**src/rtl/fifo_pkg.sv**
```systemverilog
// ----------------------------------------------------------------------------
// fifo_pkg
// Shared definitions for the FIFO consumer-side adapter.
//   occ_t          : occupancy of the two-entry output buffer
//   DEF_WIDTH      : default data width (matches shift_register_fifo)
//   DEF_CNTWID     : default width of the delivered-beat counter
//   occ_has_word() : true when the buffer holds at least one word
// ----------------------------------------------------------------------------
package fifo_pkg;

   typedef enum logic [1:0] {
      OCC0 = 2'd0,
      OCC1 = 2'd1,
      OCC2 = 2'd2
   } occ_t;

   localparam int DEF_WIDTH  = 8;
   localparam int DEF_CNTWID = 16;

   // A buffer with any occupancy other than OCC0 presents a word downstream.
   function automatic logic occ_has_word(input occ_t occ);
      return (occ != OCC0);
   endfunction

endpackage

```
**src/rtl/fifo_stream_reader_ff.sv**
```systemverilog
// ----------------------------------------------------------------------------
// FF
// Enabled register cell with synchronous active-high reset to INIT.
// Ports:
//   rst : synchronous reset, loads INIT
//   clk : clock
//   en  : load enable
//   D   : next value, loaded when en=1
//   Q   : registered value
// ----------------------------------------------------------------------------
module FF #(
   parameter int               WIDTH = 8,
   parameter logic [WIDTH-1:0] INIT  = {WIDTH{1'b0}}
) (
   input  logic             rst,
   input  logic             clk,
   input  logic             en,
   input  logic [WIDTH-1:0] D,
   output logic [WIDTH-1:0] Q
);

   // Storage: reset has priority over the load enable.
   always_ff @(posedge clk) begin
      if (rst) begin
         Q <= INIT;
      end else if (en) begin
         Q <= D;
      end else begin
         Q <= Q;
      end
   end

endmodule

```
**src/rtl/fifo_stream_reader.sv**
```systemverilog
// ----------------------------------------------------------------------------
// fifo_stream_reader
// Pops words from a shift_register_fifo and re-presents them on a registered
// valid/ready stream through a two-entry buffer (head entry0, skid entry1),
// counting every completed downstream handshake.
// Ports:
//   clk        : clock, all state changes on the rising edge
//   rst        : synchronous active-high reset (shared with the FIFO)
//   fifo_empty : FIFO empty flag
//   fifo_data  : FIFO head word, valid when fifo_empty=0
//   fifo_pop   : FIFO pop; depends only on registered state, rst, flush
//                and fifo_empty, never on out_ready
//   flush      : drop all buffered words (a handshake in this cycle counts)
//   out_valid  : registered, buffer holds at least one word
//   out_ready  : downstream accepts
//   out_data   : registered, always entry0
//   beats      : registered count of completed handshakes, wraps
// ----------------------------------------------------------------------------
module fifo_stream_reader
   import fifo_pkg::*;
#(
   parameter int WIDTH  = DEF_WIDTH,
   parameter int CNTWID = DEF_CNTWID
) (
   input  logic              clk,
   input  logic              rst,
   input  logic              fifo_empty,
   input  logic [WIDTH-1:0]  fifo_data,
   output logic              fifo_pop,
   input  logic              flush,
   output logic              out_valid,
   input  logic              out_ready,
   output logic [WIDTH-1:0]  out_data,
   output logic [CNTWID-1:0] beats
);

   occ_t              occ_q;
   occ_t              occ_d;
   logic              out_valid_q;
   logic              out_valid_d;
   logic [CNTWID-1:0] beats_q;
   logic [CNTWID-1:0] beats_d;

   logic              pop_s;
   logic              xfer_s;
   logic              entry0_en_s;
   logic              entry1_en_s;
   logic [WIDTH-1:0]  entry0_in_s;
   logic [WIDTH-1:0]  entry0_q;
   logic [WIDTH-1:0]  entry1_q;

   // Pop only when there is room; OCC2 blocks popping so that out_ready
   // never reaches fifo_pop combinationally.
   assign pop_s  = (!rst) && (!flush) && (!fifo_empty) && (occ_q != OCC2);
   assign xfer_s = out_valid_q && out_ready;

   // Occupancy transitions and entry load selects.
   always_comb begin
      occ_d       = occ_q;
      entry0_en_s = 1'b0;
      entry1_en_s = 1'b0;
      entry0_in_s = fifo_data;
      if (flush) begin
         // Buffered words are dropped; entries keep their old contents so
         // out_data holds its last value.
         occ_d = OCC0;
      end else begin
         case (occ_q)
            OCC0: begin
               if (pop_s) begin
                  occ_d       = OCC1;
                  entry0_en_s = 1'b1;
               end else begin
                  occ_d = OCC0;
               end
            end
            OCC1: begin
               if (pop_s && xfer_s) begin
                  occ_d       = OCC1;
                  entry0_en_s = 1'b1;
               end else if (pop_s) begin
                  // Head is stalled: the new word goes to the skid entry.
                  occ_d       = OCC2;
                  entry1_en_s = 1'b1;
               end else if (xfer_s) begin
                  occ_d = OCC0;
               end else begin
                  occ_d = OCC1;
               end
            end
            OCC2: begin
               if (xfer_s) begin
                  // Skid word moves up to the head.
                  occ_d       = OCC1;
                  entry0_en_s = 1'b1;
                  entry0_in_s = entry1_q;
               end else begin
                  occ_d = OCC2;
               end
            end
            default: begin
               occ_d = OCC0;
            end
         endcase
      end
   end

   // Valid tracks the next occupancy so it is available as a flop output.
   always_comb begin
      out_valid_d = occ_has_word(occ_d);
   end

   // Beat counter: a handshake in a flush cycle still counts; wraps freely.
   always_comb begin
      if (xfer_s) begin
         beats_d = beats_q + {{(CNTWID-1){1'b0}}, 1'b1};
      end else begin
         beats_d = beats_q;
      end
   end

   // State registers.
   always_ff @(posedge clk) begin
      if (rst) begin
         occ_q       <= OCC0;
         out_valid_q <= 1'b0;
         beats_q     <= {CNTWID{1'b0}};
      end else begin
         occ_q       <= occ_d;
         out_valid_q <= out_valid_d;
         beats_q     <= beats_d;
      end
   end

   FF #(
      .WIDTH (WIDTH),
      .INIT  ({WIDTH{1'b0}})
   ) u_entry0 (
      .rst (rst),
      .clk (clk),
      .en  (entry0_en_s),
      .D   (entry0_in_s),
      .Q   (entry0_q)
   );

   FF #(
      .WIDTH (WIDTH),
      .INIT  ({WIDTH{1'b0}})
   ) u_entry1 (
      .rst (rst),
      .clk (clk),
      .en  (entry1_en_s),
      .D   (fifo_data),
      .Q   (entry1_q)
   );

   assign fifo_pop  = pop_s;
   assign out_valid = out_valid_q;
   assign out_data  = entry0_q;
   assign beats     = beats_q;

endmodule

```
**config.mk**
```make
export PLATFORM = sky130hd
export DESIGN_NAME = fifo_stream_reader
export DESIGN_NICKNAME = d
export VERILOG_FILES = /design/src/rtl/fifo_pkg.sv /design/src/rtl/fifo_stream_reader_ff.sv /design/src/rtl/fifo_stream_reader.sv
export SDC_FILE = /design/constraint.sdc
export NUM_CORES = 1
export LEC_CHECK = 0
export CORE_ASPECT_RATIO = 0.9
export CORE_MARGIN = 1
export CORE_UTILIZATION = 44
export DETAILED_ROUTE_END_ITERATION = 7
export PLACE_DENSITY = 0.75
export SLEW_MARGIN = 40
export SYNTH_ARGS = -nofsm -noshare
export SYNTH_HDL_FRONTEND = slang
export SYNTH_SLANG_ARGS = --single-unit
```
**constraint.sdc**
```tcl
create_clock -name clk -period 2 [get_ports clk]
set_clock_uncertainty 0.2 [all_clocks]
set_input_delay 0.2 -clock clk [delete_from_list [all_inputs] [get_ports clk]]
set_output_delay 0.2 -clock clk [all_outputs]
set_load 0.02 [all_outputs]
```
==> impl_results.md <==
- Status: finished with violations
- Failing checks: negative setup slack
- # setup viols final: 1
- Vias in the first global route: 1432
- CP Max Fanout: 8
- Top delay family on crit path: simple AND/OR/NAND/NOR gates
- Largest stage delay, worst path: 0.33 ns
- Yosys warns: 0
- XOR/XNOR Fraction of Synth Area: 4.31%
- Hold WC Path Type: input port to flop
- Peak Freq: 0.496 GHz
- Avg Cell Area, Syn: 9.62 µm²
- Post-synthesis cell type count: 31
- Seq pwr share: 51.5%
- Congestion Overflow GR: 0
- Final Max Tran Viols: 0
- CTS Buf Count: 5
- Main combinational cell family by area after synthesis: simple AND/OR/NAND/NOR gates
- CP max-delay cell: dfxtp_2
- RD Place Congestion: 0.897
- Layout cells sized above 1: 26.2%
- Worst-path cell chain: nor2b_4 > nor4_4 > buf_4 > ha_2 > nand3b_1 > nor2_4 > buf_12 > mux2i_4 > nor2_2
- Max_slew headroom: 73.7%
- Dpl cells: 266
- Vias after detailed routing: 1506
- # DRC: 0
- Worst slew pin tran: 0.395 ns
- Die X: 66.1 µm
- Initial antenna violation count: 0
- Adder-cell share of the synthesized area: 2.31%
- Antenna cells: 0
- Gate Count Post-Synth: 169
- Final hold violation count: 0
- Clock power frac: 36.9%
- Vias per cell: 5.36
- Routed WL per cell: 14.6 µm
- GRT Total Usage: 22.5%
- Worst Slack Setup Final: -0.0167 ns
- Clock root buffer: clkbuf_8
- Mapped Area: 1630 µm²
- Setup TNS: -0.0167 ns
- Logic gate share of total power: 11.6%
- Sequential area share after synthesis: 43.1%
- WL final: 4100 µm
- Core Footprint: 3450 µm²
- Simple-Gate Fraction of Synth Area: 19.6%
- Mux cell area share after synthesis: 11.9%
- Largest net degree at the start of global routing: 38
- Syn Nets: 185
- I/O pins: 39
- Detailed Route Iter0 Violations: 70
- WP data required: 1.96 ns
- Final net count: 253
- WS Path Type: flop to flop
- Row count: 20
- Min Tclk post-route: 2.02 ns
- Unrepaired setup endpoints after global routing: yes
- Die area: 3940 µm²
- Reg clk slew, reported paths: 0.07 ns
- CTS Buffer Depth: 2
- Synth Area in Compound Gates: 13.5%
- Leak Pwr: 0.884 nW
- CTS tree: yes
- TritonRoute pass-1 iters: 4
- Clock Latency Late Sink: 0.28 ns
- CTS sink cnt: 35
- Area growth from synthesis to layout: 52.0%
- Maxcap violations: 0
- Switching share of total power: 23.7%
- DPL Wire Length: 2740 µm
- Most common cell after layout, fill and taps aside: clkdlybuf4s50_1
- Antenna viol nets, final: 0
- Buf/Inv on CP: 2
- Post-route clock period utilization: 101%
- Initial Util: 47.1%
- Die height: 59.7 µm
- Htree depth: 2
- Number of port buffers: 38
- Flops & latches, synth: 35
- Worst Path Arrival: 1.98 ns
- Peak supply drop: 444 µV
- Setup crit start kind: flop
- Fin cells: 281
- Sw Pwr: 0.328 mW
- Pwr dens: 561 nW/µm²
- Most frequent cells in the layout: clkdlybuf4s50_1 (34), dfxtp_1 (32), buf_4 (24), nor2_1 (18), mux2i_1 (14)
- First-pass GRT wire length: 6480 µm
- Crit. End Element: flop
- Pint: 1.06 mW
-- metal layers --
layer	global-route usage [%]	wire (µm)
met5	0	0
met3	6.68	151
met1	28.6	1850
met2	35.9	2050
met4	9.12	49
-- repair_timing --
action / 4_1_cts / 5_1_grt
gates resized for setup: 6 / 10
buffers inserted: 6 / 1
hold buffers: 0 / 0
gates cloned: 1 / 0
pin swaps: 9 / 8
endpoints found under the setup margin: 15 / 18
-- power groups by stage --
stage | sequential, mW | clock, mW | combinational (mW)
final | 0.714 | 0.512 | 0.161
after global routing | 0.714 | 0.562 | 0.171
after CTS | 0.713 | 0.524 | 0.152
after detailed placement | 0.729 | 0 | 0.143
after global placement | 0.729 | 0 | 0.138
after floorplan | 0.740 | 0 | 0.0607
-- synthesized netlist by cell type --
library cell | n | area share, %
dfxtp_1 | 35 | 43
xnor2_1 | 5 | 2.7
nor2_2 | 2 | 0.77
nand2_1 | 7 | 1.6
inv_1 | 5 | 1.2
o211ai_4 | 1 | 1.3
and4_1 | 1 | 0.54
nor3_1 | 4 | 1.2
a21oi_1 | 13 | 4.0
nand3b_1 | 2 | 0.92
clkbuf_1 | 2 | 0.46
buf_4 | 1 | 0.46
mux2i_1 | 16 | 9.9
a311oi_2 | 2 | 1.8
nor2b_1 | 4 | 1.5
nor4_1 | 2 | 0.77
a211oi_1 | 1 | 0.46
nor2_1 | 19 | 4.4
and3_1 | 2 | 0.77
nand3_1 | 8 | 2.5
or4_4 | 2 | 1.4
clkbuf_8 | 2 | 1.7
xor2_1 | 3 | 1.6
nand4_1 | 3 | 1.2
nand4b_1 | 1 | 0.54
a311oi_1 | 7 | 3.8
mux2_2 | 3 | 2.1
ha_1 | 3 | 2.3
o21ai_0 | 7 | 2.2
or3_1 | 4 | 1.5
buf_6 | 2 | 1.4
-- sequential cells by signal (all words and copies together) (netlist names) --
register    flops
u_entry0.Q      8
beats          16
out_valid       1
u_entry1.Q      8
occ_q           2
-- layout make-up --
type                       instances  area [µm²]
clock buffer                       6        82.6
clock inverter                     1        5.00
fill                             251         983
inverter                           5        18.8
multi-input combinational        122         926
sequential                        35         704
tap                               44        55.1
timing repair buffer              68         678
-- path summary, 6_finish.rpt --
path | slack [ns] | startpoint | cells past startpoint | endpoint
setup reg to reg | -0.02 | occ_q[1] | 9 | u_entry1.Q[6]
hold / removal | 0.17 | rst | 2 | occ_q[1]
setup / recovery | -0.02 | occ_q[1] | 9 | u_entry1.Q[6]
hold reg to reg | 0.30 | u_entry1.Q[3] | 2 | u_entry1.Q[3]
-- cell families after synthesis --
kind of cell / count (synthesis)
buffers and inverters: 12
AO/OA/AOI/OAI: 31
multiplexers: 19
adder cells (fa/ha/maj): 3
XOR/XNOR: 8
AND/OR/NAND/NOR: 61
flip-flops: 35
-- through the flow --
stage          hold slack, ns  area [µm²]  utilization, %  setup WS [ns]  power (mW)
6_report                0.170        2470            71.5        -0.0167        1.39
2_1_floorplan           0.147        1670               -        -0.0460       0.800
5_1_grt                 0.177        2470            71.5        -0.0771        1.45
3_3_place_gp            0.274        2240            64.9         -0.243       0.867
4_1_cts                 0.158        2420            70.1        -0.0404        1.39
3_5_place_dp            0.284        2240            64.9         -0.379       0.872
Power figures use the tool's default switching activity.
